### src/rtl/ps2_key_decoder_pkg.sv
// Shared definitions for the PS/2 keyboard front end: scan codes, direction
// bit positions and the frame/decoder state encodings.
package ps2_defs;

  localparam logic [7:0] SC_EXT   = 8'hE0;
  localparam logic [7:0] SC_BRK   = 8'hF0;
  localparam logic [7:0] SC_S     = 8'h1B;
  localparam logic [7:0] SC_UP    = 8'h75;
  localparam logic [7:0] SC_DOWN  = 8'h72;
  localparam logic [7:0] SC_LEFT  = 8'h6B;
  localparam logic [7:0] SC_RIGHT = 8'h74;

  localparam int DIR_UP    = 3;
  localparam int DIR_DOWN  = 2;
  localparam int DIR_LEFT  = 1;
  localparam int DIR_RIGHT = 0;

  typedef enum logic [1:0] {FR_IDLE, FR_DATA, FR_PARITY, FR_STOP} frame_state_t;
  typedef enum logic [1:0] {DEC_BASE, DEC_EXT, DEC_BRK, DEC_EXT_BRK} dec_state_t;

  // One-hot direction mask for an arrow scan code; zero for anything else.
  function automatic logic [3:0] arrow_onehot(input logic [7:0] code);
    arrow_onehot = '0;
    case (code)
      SC_UP:    arrow_onehot[DIR_UP]    = 1'b1;
      SC_DOWN:  arrow_onehot[DIR_DOWN]  = 1'b1;
      SC_LEFT:  arrow_onehot[DIR_LEFT]  = 1'b1;
      SC_RIGHT: arrow_onehot[DIR_RIGHT] = 1'b1;
      default:  ;
    endcase
  endfunction

endpackage

### src/rtl/ps2_rx.sv
// PS/2 byte receiver: synchronizers, ps2_clk glitch filter, 11-bit frame FSM
// with odd-parity/stop checking and a mid-frame idle timeout.
module ps2_rx
  import ps2_defs::*;
#(
  parameter int FILTER_LEN     = 8,
  parameter int TIMEOUT_CYCLES = 50000
) (
  input  logic       clock,
  input  logic       resetn,
  input  logic       ps2_clk,
  input  logic       ps2_dat,
  output logic [7:0] rx_byte,
  output logic       rx_valid,
  output logic       frame_error
);

  localparam int FW = $clog2(FILTER_LEN + 1);
  localparam int TW = $clog2(TIMEOUT_CYCLES + 1);

  logic [1:0]    clk_sync, dat_sync;
  logic          clk_filt, clk_filt_d;
  logic [FW-1:0] filt_cnt;
  logic          fall, frame_ok;
  frame_state_t  state;
  logic [2:0]    bit_cnt;
  logic [7:0]    shift_reg;
  logic          parity_bit;
  logic [TW-1:0] idle_cnt;

  // NOTE: sequential state uses non-blocking assignments so every register samples pre-edge values.
  // The bus idles high, so resetting to 1 keeps reset release from faking a falling edge.
  always_ff @(posedge clock or negedge resetn) begin
    if (!resetn) begin
      clk_sync   <= 2'b11;
      dat_sync   <= 2'b11;
      clk_filt   <= 1'b1;
      clk_filt_d <= 1'b1;
      filt_cnt   <= '0;
    end else begin
      clk_sync   <= {clk_sync[0], ps2_clk};
      dat_sync   <= {dat_sync[0], ps2_dat};
      clk_filt_d <= clk_filt;
      if (clk_sync[1] == clk_filt) begin
        filt_cnt <= '0;
      end else if (filt_cnt == FW'(FILTER_LEN - 1)) begin
        clk_filt <= clk_sync[1];
        filt_cnt <= '0;
      end else begin
        filt_cnt <= filt_cnt + 1'b1;
      end
    end
  end

  assign fall     = clk_filt_d & ~clk_filt;
  assign frame_ok = (^{shift_reg, parity_bit}) & dat_sync[1];

  always_ff @(posedge clock or negedge resetn) begin
    if (!resetn) begin
      state       <= FR_IDLE;
      bit_cnt     <= '0;
      shift_reg   <= '0;
      parity_bit  <= 1'b0;
      idle_cnt    <= '0;
      rx_byte     <= '0;
      rx_valid    <= 1'b0;
      frame_error <= 1'b0;
    end else begin
      rx_valid    <= 1'b0;
      frame_error <= 1'b0;
      if (state != FR_IDLE && clk_filt) idle_cnt <= idle_cnt + 1'b1;
      else                              idle_cnt <= '0;

      if (state != FR_IDLE && clk_filt && idle_cnt == TW'(TIMEOUT_CYCLES - 1)) begin
        frame_error <= 1'b1;
        state       <= FR_IDLE;
        idle_cnt    <= '0;
      end else if (fall) begin
        case (state)
          FR_IDLE: begin
            if (!dat_sync[1]) begin
              state   <= FR_DATA;
              bit_cnt <= '0;
            end else begin
              frame_error <= 1'b1;
            end
          end
          FR_DATA: begin
            shift_reg <= {dat_sync[1], shift_reg[7:1]};
            bit_cnt   <= bit_cnt + 1'b1;
            if (bit_cnt == 3'd7) state <= FR_PARITY;
          end
          FR_PARITY: begin
            parity_bit <= dat_sync[1];
            state      <= FR_STOP;
          end
          FR_STOP: begin
            if (frame_ok) begin
              rx_byte  <= shift_reg;
              rx_valid <= 1'b1;
            end else begin
              frame_error <= 1'b1;
            end
            state <= FR_IDLE;
          end
          default: state <= FR_IDLE;
        endcase
      end
    end
  end

endmodule

### src/rtl/ps2_key_decoder.sv
// Scan-code set 2 decoder for the 2048 game: turns received bytes into
// single-cycle start/direction pulses with typematic repeat suppressed.
module ps2_key_decoder
  import ps2_defs::*;
#(
  parameter int FILTER_LEN     = 8,
  parameter int TIMEOUT_CYCLES = 50000
) (
  input  logic       clock,
  input  logic       resetn,
  input  logic       ps2_clk,
  input  logic       ps2_dat,
  output logic [3:0] direction,
  output logic       start,
  output logic [7:0] rx_byte,
  output logic       rx_valid,
  output logic       frame_error
);

  dec_state_t state;
  logic       held_s;
  logic [3:0] held_arrow;
  logic [3:0] arrow;

  ps2_rx #(
    .FILTER_LEN    (FILTER_LEN),
    .TIMEOUT_CYCLES(TIMEOUT_CYCLES)
  ) u_rx (
    .clock      (clock),
    .resetn     (resetn),
    .ps2_clk    (ps2_clk),
    .ps2_dat    (ps2_dat),
    .rx_byte    (rx_byte),
    .rx_valid   (rx_valid),
    .frame_error(frame_error)
  );

  assign arrow = arrow_onehot(rx_byte);

  always_ff @(posedge clock or negedge resetn) begin
    if (!resetn) begin
      state      <= DEC_BASE;
      held_s     <= 1'b0;
      held_arrow <= '0;
      direction  <= '0;
      start      <= 1'b0;
    end else begin
      direction <= '0;
      start     <= 1'b0;
      // A broken frame abandons any prefix but keeps which keys are down.
      if (frame_error) begin
        state <= DEC_BASE;
      end else if (rx_valid) begin
        case (state)
          DEC_BASE: begin
            if (rx_byte == SC_EXT) begin
              state <= DEC_EXT;
            end else if (rx_byte == SC_BRK) begin
              state <= DEC_BRK;
            end else if (rx_byte == SC_S && !held_s) begin
              start  <= 1'b1;
              held_s <= 1'b1;
            end
          end
          DEC_EXT: begin
            if (rx_byte == SC_BRK) begin
              state <= DEC_EXT_BRK;
            end else begin
              state <= DEC_BASE;
              if ((arrow & held_arrow) == '0) begin
                direction  <= arrow;
                held_arrow <= held_arrow | arrow;
              end
            end
          end
          DEC_BRK: begin
            if (rx_byte == SC_S) held_s <= 1'b0;
            state <= DEC_BASE;
          end
          DEC_EXT_BRK: begin
            held_arrow <= held_arrow & ~arrow;
            state      <= DEC_BASE;
          end
          default: state <= DEC_BASE;
        endcase
      end
    end
  end

endmodule

### config.mk
export PLATFORM = sky130hd
export DESIGN_NAME = ps2_key_decoder
export DESIGN_NICKNAME = d
export VERILOG_FILES = /design/src/rtl/ps2_key_decoder_pkg.sv /design/src/rtl/ps2_rx.sv /design/src/rtl/ps2_key_decoder.sv
export SDC_FILE = /design/constraint.sdc
export NUM_CORES = 1
export LEC_CHECK = 0
export CORE_MARGIN = 10
export CORE_UTILIZATION = 50
export CTS_CLUSTER_SIZE = 10
export DETAILED_ROUTE_END_ITERATION = 8
export GPL_ROUTABILITY_DRIVEN = 0
export GPL_TIMING_DRIVEN = 1
export PLACE_DENSITY = 0.67
export SLEW_MARGIN = 10
export SYNTH_ARGS = -nofsm -noshare
export SYNTH_HDL_FRONTEND = slang
export SYNTH_SLANG_ARGS = --single-unit
### constraint.sdc
create_clock -name clock -period 3.6 [get_ports clock]
set_input_delay 0.54 -clock clock [delete_from_list [all_inputs] [get_ports clock]]
set_output_delay 0.54 -clock clock [all_outputs]
set_load 0.02 [all_outputs]
Word-level counts from Yosys, hierarchy flattened
Cells that the tools add are included.
- word-level logic and storage cells: 131
- bits in registers: 62
- output and inout bits: 15
- equal/unequal tests: 27
- mux-type cells: 49
- reduce and logical (&&, ||, !) cells: 24
- bitwise operators: 10
- $add $sub $neg: 3
- operator list (cell ; number):
    4-bit 2-to-1 mux ; 9
    8-bit by 7-bit equality test with 1-bit output (second input constant) ; 4
    16-bit 2-to-1 mux ; 2
    1-bit 2-to-1 mux ; 22
    2-bit 2-to-1 mux ; 9
    16-bit by 1-bit adder with 16-bit output (second input constant) ; 1
    16-bit equality test (second input constant) ; 1
    8-bit equality test (second input constant) ; 2
    2-bit != test (second input constant) ; 7
    2-bit nonzero test ; 6
    3-bit AND reduction ; 3
    9-bit parity ; 1
    4-bit AND ; 2
    2-bit equality test (second input constant) ; 4
    8-bit by 5-bit equality test with 1-bit output (second input constant) ; 1
    2-bit one-hot mux with 4 select lines ; 1
    4-bit one-hot mux with 2 select lines ; 1
    4-bit AND reduction ; 2
    7-bit AND reduction ; 1
    2-bit one-hot mux with 3 select lines ; 1
    3-bit one-hot mux with 2 select lines ; 1
    5-bit AND reduction ; 1
    4-bit by 1-bit adder with 4-bit output (second input constant) ; 1
    2-bit by 1-bit equality test with 1-bit output (second input constant) ; 2
    19 further kinds ; 28

Logic depth before layout (Yosys ltp)
Gate-level depths: netlist of run 1.
- depth in word-level cells: 9
- depth in mapped cells: 7
- mapped depth without buffers: 6

Hierarchy
From an unflattened synthesis of run 1, not the netlist that was laid out.
- cell total of the unflattened synthesis: 264
- area, all modules: 3014.1 um^2
- modules (own cells, without submodules) (module ; times used ; area each (um^2) ; cells each):
    ps2_rx ; 1 ; 2328.5 ; 201
    ps2_key_decoder ; 1 ; 685.7 ; 63

Worst setup path before layout of run 1
OpenSTA, ideal clock, no wires.
- path type: reg-to-reg
- from: register u_rx.shift_reg[1]
- to: register u_rx.rx_byte[0]
- stages on the path, launching flop included: 5
- buffers on the path: 0
- path slack: 1.793 ns
- library setup time: 0.125 ns
- period minus slack after synthesis: 1.807 ns
- arrival time: 1.683 ns
- required time: 3.475 ns
- cells stage by stage: dfrtp_1 > xor2_1 > xnor3_2 > mux2i_4 > mux2_2
- cells in the longest elaborated chain, start to end: 3
- RTL lines (what ; line ; text):
    start: declaration ; ps2_rx.sv:27 ; logic [7:0] shift_reg;
    start signal: assignment ; ps2_rx.sv:89 ; shift_reg <= {dat_sync[1], shift_reg[7:1]};
    9-bit parity ; ps2_rx.sv:56 ; assign frame_ok = (^{shift_reg, parity_bit}) & dat_sync[1];
    1-bit AND ; ps2_rx.sv:56 ;
    4-bit AND reduction (no source line) ; -- ;
    end signal: assignment ; ps2_rx.sv:99 ; rx_byte <= shift_reg;
    end: declaration ; ps2_rx.sv:13 ; output logic [7:0] rx_byte,
No other way between the ends.
A chain may end at the register's enable or synchronous reset.

Final worst setup path of run 1
- from: register u_rx.state[0]
- to: register u_rx.idle_cnt[7]
- cells in the longest elaborated chain, start to end: 4
- RTL lines (what ; line ; text):
    start: declaration ; ps2_rx.sv:25 ; frame_state_t state;
    start signal: assignment ; ps2_rx.sv:60 ; state <= FR_IDLE;
    start signal: assignment ; ps2_rx.sv:76 ; state <= FR_IDLE;
    start signal: assignment ; ps2_rx.sv:82 ; state <= FR_DATA;
    2-bit nonzero test (*) ; ps2_rx.sv:71, ps2_rx.sv:74 ;
    1-bit logical AND (*) ; ps2_rx.sv:71, ps2_rx.sv:74 ;
    16-bit 2-to-1 mux or 1-bit logical AND (tied branches) ; ps2_rx.sv:71, ps2_rx.sv:74 ;
    16-bit 2-to-1 mux (*) ; ps2_rx.sv:74 ; if (state != FR_IDLE && clk_filt && idle_cnt == TW'(TIMEOUT_CYCLES - 1)) begin
    end signal: assignment ; ps2_rx.sv:71 ; if (state != FR_IDLE && clk_filt) idle_cnt <= idle_cnt + 1'b1;
    end: declaration ; ps2_rx.sv:29 ; logic [TW-1:0] idle_cnt;
Every way passes the cells marked *; elsewhere a longest branch is shown, timed or not.

==> impl_metrics.py, run 1 <==
metrics = {
    "synth": {
        "async_flop_share": 1.00,
        "synth_edf_count": 0,
        "ys_types": 45,
        "synth.top_cell.area_share": 0.487,
        "synth_most_common_cell": "dfrtp_1",
        "synth_area_per_cell_um2": 11.4,
        "synthFlopType": "dfrtp_1",
        "ys_top_cells_by_area": "dfrtp_1 (49%), mux2_2 (6.7%), dfstp_2 (5.5%)",
        "yosysSeqAreaShare": 0.542,
        "yosys_warnings": 0,
        "synthTopCellsByCount": "dfrtp_1 (56), nor2_1 (25), nand2_1 (19), mux2_2 (17)",
        "synth_fp_nets": 266,
        "yosys.area.top_type": "dfrtp_1",
        "netlist_instances": 253,
        "ys_ff_latch": 62,
        "synth_area_um2": 2880,
    },
    "clock_network": {
        "cts_sinks": 62,
        "clk_latency_ns": 0.34,
        "cts_inserted_buffers": 9,
        "cts.htree.levels": 3,
        "post_cts_resized": 0,
        "clk_path_buf_depth": 2,
        "hold_buffers": 0,
        "cts_setup_buffers": 0,
        "cts_tree": "yes",
        "clkTransAtPathRegs_ns": 0.07,
        "root_buffer": "clkbuf_8",
    },
    "floorplanning": {
        "start_util": 0.519,
        "die_w_um": 95.9,
        "core.rowCount": 27,
        "die_h_um": 95.9,
        "pin_count": 19,
        "core_area_um2": 5540,
        "design.die.area_um2": 9190,
    },
    "final_layout": {
        "synthToLayoutAreaGrowth_pct": 16.3,
        "largest_reg_flops": 16,
        "diodes": 0,
        "drive_gt1_frac": 0.165,
        "nNetsFinal": 292,
        "fin_cells": 356,
        "fin_util": 0.604,
        "fill_cells": 469,
    },
    "setup_path": {
        "crit_start": "u_rx.state[0]",
        "worstPathRequired_ns": 3.78,
        "r2r_end": "u_rx.idle_cnt[7]",
        "cp-end-kind": "flip-flop",
        "arrival_ns": 2.41,
        "critPathSlowestCell": "o21ai_1",
        "crit_chain": "inv_1 > ha_1 > nor2b_1 > nand3_1 > o21ai_1 > nor2_1",
        "path_max_fanout": 16,
        "crit-reg2reg-launch": "u_rx.state[0]",
        "ff2ff_setup_slack_ns": 1.37,
        "rr_worst_depth": 6,
        "crit_path_start_kind": "flip-flop",
        "cp_top_family": "compound AO/OA/AOI/OAI gates",
        "critPathKind": "flip-flop to flip-flop",
        "cpPeakStageDelay_ns": 0.85,
        "critPathBufInv": 1,
    },
    "place": {
        "placedCellCount": 340,
        "hpwl_um": 3580,
        "port_buffers": 18,
    },
    "timing": {
        "setup_tns_ns": 0,
        "max_slew.worst_pin.slew_ns": 1.06,
        "rsz0062_at_grt": "no",
        "drv_slew": 0,
        "fin_skew_ns": 0.00611,
        "fin_crit_sh": 0.619,
        "finalSetupViolations": 0,
        "hold_violations": 0,
        "fin_crit_ns": 2.23,
        "max_freq_ghz": 0.449,
        "slew_headroom": 0.289,
    },
    "route": {
        "drt_wl_total_um": 5190,
        "wl_per_cell_um": 14.6,
        "drt_iter0_drc": 84,
        "vias_per_cell": 5.31,
        "drc": 0,
        "vias": 1891,
        "antenna_left": 0,
        "first_pass_iters": 4,
    },
    "global_routing": {
        "grt_pass1_vias": 1934,
        "grt_pass1_wl_um": 9110,
        "grt_max_degree": 47,
        "grt_antenna_before_repair": 0,
        "grt_remaining_overflow": 0,
        "track_usage": 0.127,
    },
    "run": {
        "drv_cap": 0,
    },
    "power": {
        "ir_worst_vdd_mv": 0.345,
        "power.density_nw_per_um2": 563,
        "power.total_mw": 1.88,
        "power.leakage_nw": 1.48,
    },
    "outcome": {
        "outcome": "completed",
    },
    "worst_hold_path": {
        "hp-class": "input pin to async pin",
    },
}
-- metrics by stage --
stage	instance area, µm²	hold slack (ns)	setup slack, ns
2_1_floorplan	2880	0.244	1.79
3_3_place_gp	3130	0.346	1.44
3_5_place_dp	3130	0.347	1.33
4_1_cts	3350	0.359	1.33
5_1_grt	3350	0.369	1.08
6_report	3350	0.356	1.37
-- per-layer routing --
layer  vias up  track usage  routed length [µm]
li1        941            -                   -
met1       913        0.165                2530
met2        28        0.183                2240
met3         9       0.0467                 310
met4         0       0.0627                  98
met5         -            0                   0
-- layout make-up --
type | instances | area (µm²) | area share
clock buffer | 9 | 124 | 0.0370
clock inverter | 7 | 97.6 | 0.0292
inverter | 13 | 48.8 | 0.0146
multi-input combinational | 174 | 1240 | 0.372
sequential | 62 | 1560 | 0.466
tap | 72 | 90.1 | 0.0269
timing repair buffer | 19 | 183 | 0.0546
-- cell families (layout without fill, tap and decap cells) --
logic type / Yosys count / in the layout / share of synthesized area
flops: 62 / 62 / 0.542
simple gates: 99 / 99 / 0.180
xor+xnor: 19 / 19 / 0.0687
fa+ha+maj: 9 / 9 / 0.0391
mux: 22 / 22 / 0.0883
buf+inv: 17 / 48 / 0.0257
compound gates: 25 / 25 / 0.0561
-- worst max-delay path by stage --
stage | end | slack, ns | cells past startpoint
after floorplan | u_rx.rx_byte[0] | 1.79 | 4
after global placement | u_rx.idle_cnt[5] | 1.44 | 6
after detailed placement | u_rx.idle_cnt[7] | 1.33 | 6
after CTS | u_rx.idle_cnt[7] | 1.33 | 6
after global routing | u_rx.idle_cnt[9] | 1.08 | 6
final | u_rx.idle_cnt[7] | 1.37 | 6
-- layout by cell type, fill, tap and decap left out, types with 3 or more instances in the layout --
| cell | count |
|---|---|
| nor2b_1 | 4 |
| mux2_2 | 17 |
| nor2_1 | 25 |
| inv_1 | 13 |
| and3_1 | 3 |
| a21oi_1 | 8 |
| dfrtp_1 | 56 |
| nand3_1 | 8 |
| clkbuf_8 | 9 |
| nor3_1 | 9 |
| xor2_1 | 4 |
| nand3b_1 | 3 |
| dfstp_2 | 6 |
| nand4_1 | 4 |
| nor4_1 | 4 |
| clkdlybuf4s50_1 | 17 |
| o21ai_0 | 5 |
| or3_1 | 4 |
| xnor2_1 | 13 |
| nand2b_1 | 4 |
| mux2i_1 | 4 |
| nand2_1 | 19 |
| ha_1 | 9 |
-- where the power goes --
part           internal [mW]  switching [mW]
clock network          0.392           0.294
registers              0.777          0.0688
logic                  0.167           0.186
Note: power is estimated with default switching activity, not from simulation.
==> run 2: changes to the inputs <==
--- a/config.mk
+++ b/config.mk
@@ -11,7 +11,7 @@
 export DETAILED_ROUTE_END_ITERATION = 8
 export GPL_ROUTABILITY_DRIVEN = 0
 export GPL_TIMING_DRIVEN = 1
-export PLACE_DENSITY = 0.67
+export PLACE_DENSITY = 0.7
 export SLEW_MARGIN = 10
 export SYNTH_ARGS = -nofsm -noshare
 export SYNTH_HDL_FRONTEND = slang
==> constraint.sdc (replaced) <==
create_clock -name clock -period 1.9 [get_ports clock]
set_input_delay 0.285 -clock clock [delete_from_list [all_inputs] [get_ports clock]]
set_output_delay 0.285 -clock clock [all_outputs]
set_load 0.02 [all_outputs]
==> run 2 against run 1 <==
  * Sequential cell count stayed put
  * Hold slack worse by 0.0067 ns
  * Global-route usage is 0.13 points higher
  * Critical path type unchanged
  * Highest routed layer unchanged
==> impl_metrics.py, run 2 (synthesis results as in run 1) <==
metrics = {
    "outcome": {
        "outcome": "completed",
    },
    "final_layout": {
        "nNetsFinal": 305,
        "drive_gt1_frac": 0.195,
        "diodes": 0,
        "mostFrequentLayoutCell": "dfrtp_1",
        "fill_cells": 451,
        "largest_reg_flops": 16,
        "design_area_um2": 3440,
        "synthToLayoutAreaGrowth_pct": 19.7,
        "final_cell_mix": "dfrtp_1 (56), nor2_1 (25), nand2_1 (19)",
    },
    "global_routing": {
        "use_met3": 0.0296,
        "busiest_layer": "met2",
        "use_met2": 0.207,
        "grt_remaining_overflow": 0,
        "use_met1": 0.153,
        "grt_max_degree": 63,
        "grt_pass1_wl_um": 9140,
        "track_usage": 0.128,
        "grt_antenna_before_repair": 0,
        "grt_pass1_vias": 1986,
    },
    "floorplanning": {
        "pin_count": 19,
        "design.die.area_um2": 9190,
        "core.rowCount": 27,
        "start_util": 0.519,
        "die_w_um": 95.9,
        "core_area_um2": 5540,
        "die_h_um": 95.9,
    },
    "setup_path": {
        "critPathKind": "flip-flop to flip-flop",
        "arrival_ns": 2.08,
        "crit-reg2reg-launch": "u_rx.shift_reg[1]",
        "critPathBufInv": 1,
        "crit_chain": "xor2_1 > xnor3_2 > mux2i_4 > buf_12 > mux2_2",
        "cp_top_family": "XOR/XNOR gates",
        "worstPathRequired_ns": 2.12,
        "crit_path_start_kind": "flip-flop",
        "crit_start": "u_rx.shift_reg[1]",
        "path_max_fanout": 9,
        "cpPeakStageDelay_ns": 0.44,
        "critPathSlowestCell": "xnor3_2",
        "cp-end-kind": "flip-flop",
    },
    "timing": {
        "max_freq_ghz": 0.538,
        "max_slew.worst_pin.slew_ns": 0.443,
        "drv_slew": 0,
        "finalSetupViolations": 0,
        "fin_crit_sh": 0.978,
        "fin_crit_ns": 1.86,
        "fin_skew_ns": 0.00777,
        "rsz0062_at_grt": "yes",
        "hold_violations": 0,
        "setup_tns_ns": 0,
        "holdWs_ns": 0.350,
        "slew_headroom": 0.701,
    },
    "route": {
        "vias_per_cell": 5.34,
        "drc": 0,
        "antenna_left": 0,
        "vias": 1969,
        "drt_wl_total_um": 5360,
        "first_pass_iters": 4,
        "drt_iter0_drc": 80,
        "wl_per_cell_um": 14.5,
    },
    "power": {
        "power.leakage_nw": 1.55,
        "power.density_nw_per_um2": 1000,
        "ir_worst_vdd_mv": 0.517,
        "power.total_mw": 3.45,
    },
    "clock_network": {
        "cts_sinks": 62,
        "root_buffer": "clkbuf_8",
        "cts.htree.levels": 3,
        "clk_path_buf_depth": 2,
        "cts_tree": "yes",
        "clk_latency_ns": 0.34,
        "clkTransAtPathRegs_ns": 0.07,
        "cts_inserted_buffers": 9,
    },
    "place": {
        "dpl_cell_area_um2": 3220,
        "hpwl_um": 3780,
        "port_buffers": 18,
    },
    "worst_hold_path": {
        "hold_start": "ps2_clk",
        "hp-class": "input pin to flip-flop",
    },
    "run": {
        "drv_cap": 0,
    },
}
## run 2: cell type report
cell class	count	area (µm²)	area share
Sequential cell	62	1560	0.453
Multi-Input combinational cell	174	1250	0.363
Timing Repair Buffer	32	308	0.0894
Clock buffer	10	128	0.0371
Tap cell	72	90.1	0.0262
Clock inverter	6	62.6	0.0182
Inverter	13	48.8	0.0142
## run 2: metal layers
layer / wire length, µm / vias to the layer above / share of wire
met5: 0 / - / 0
met4: 92 / 0 / 0.017
met3: 268 / 9 / 0.050
met2: 2560 / 28 / 0.48
met1: 2430 / 969 / 0.45
li1: - / 963 / -
## run 2: power breakdown
group          total [mW]  internal (mW)  switching, mW
Clock                1.11          0.600          0.513
Sequential           1.58           1.47          0.111
Combinational       0.750          0.363          0.387
Total                3.45           2.44           1.01
## run 2: metrics by stage
stage / instances / util / setup slack, ns
4_1_cts: 369 / 0.621 / 0.0424
5_1_grt: 369 / 0.622 / -0.00164
2_1_floorplan: 253 / - / 0.0927
3_5_place_dp: 351 / 0.581 / -0.0109
6_report: 369 / 0.622 / 0.0411
3_3_place_gp: 351 / 0.581 / 0.0325
## run 2: path summary, 6_finish.rpt
| kind | cells past startpoint | end | slack [ns] |
|---|---|---|---|
| min in group asynchronous | 3 | held_s | 0.49 |
| max reg2reg | 5 | u_rx.rx_byte[4] | 0.04 |
| min | 1 | u_rx.clk_sync[0] | 0.35 |
| min reg2reg | 0 | u_rx.clk_sync[1] | 0.35 |
| max | 5 | u_rx.rx_byte[4] | 0.04 |
| max in group asynchronous | 3 | u_rx.dat_sync[0] | 1.10 |
## run 2: what timing repair did
action / in CTS / in global routing
endpoints found under the setup margin: 8 / 1
resized for setup: 0 / 1
setup buffers: 1 / 0
endpoints found under the hold margin: 56 / 0
hold buffers: 1 / 0
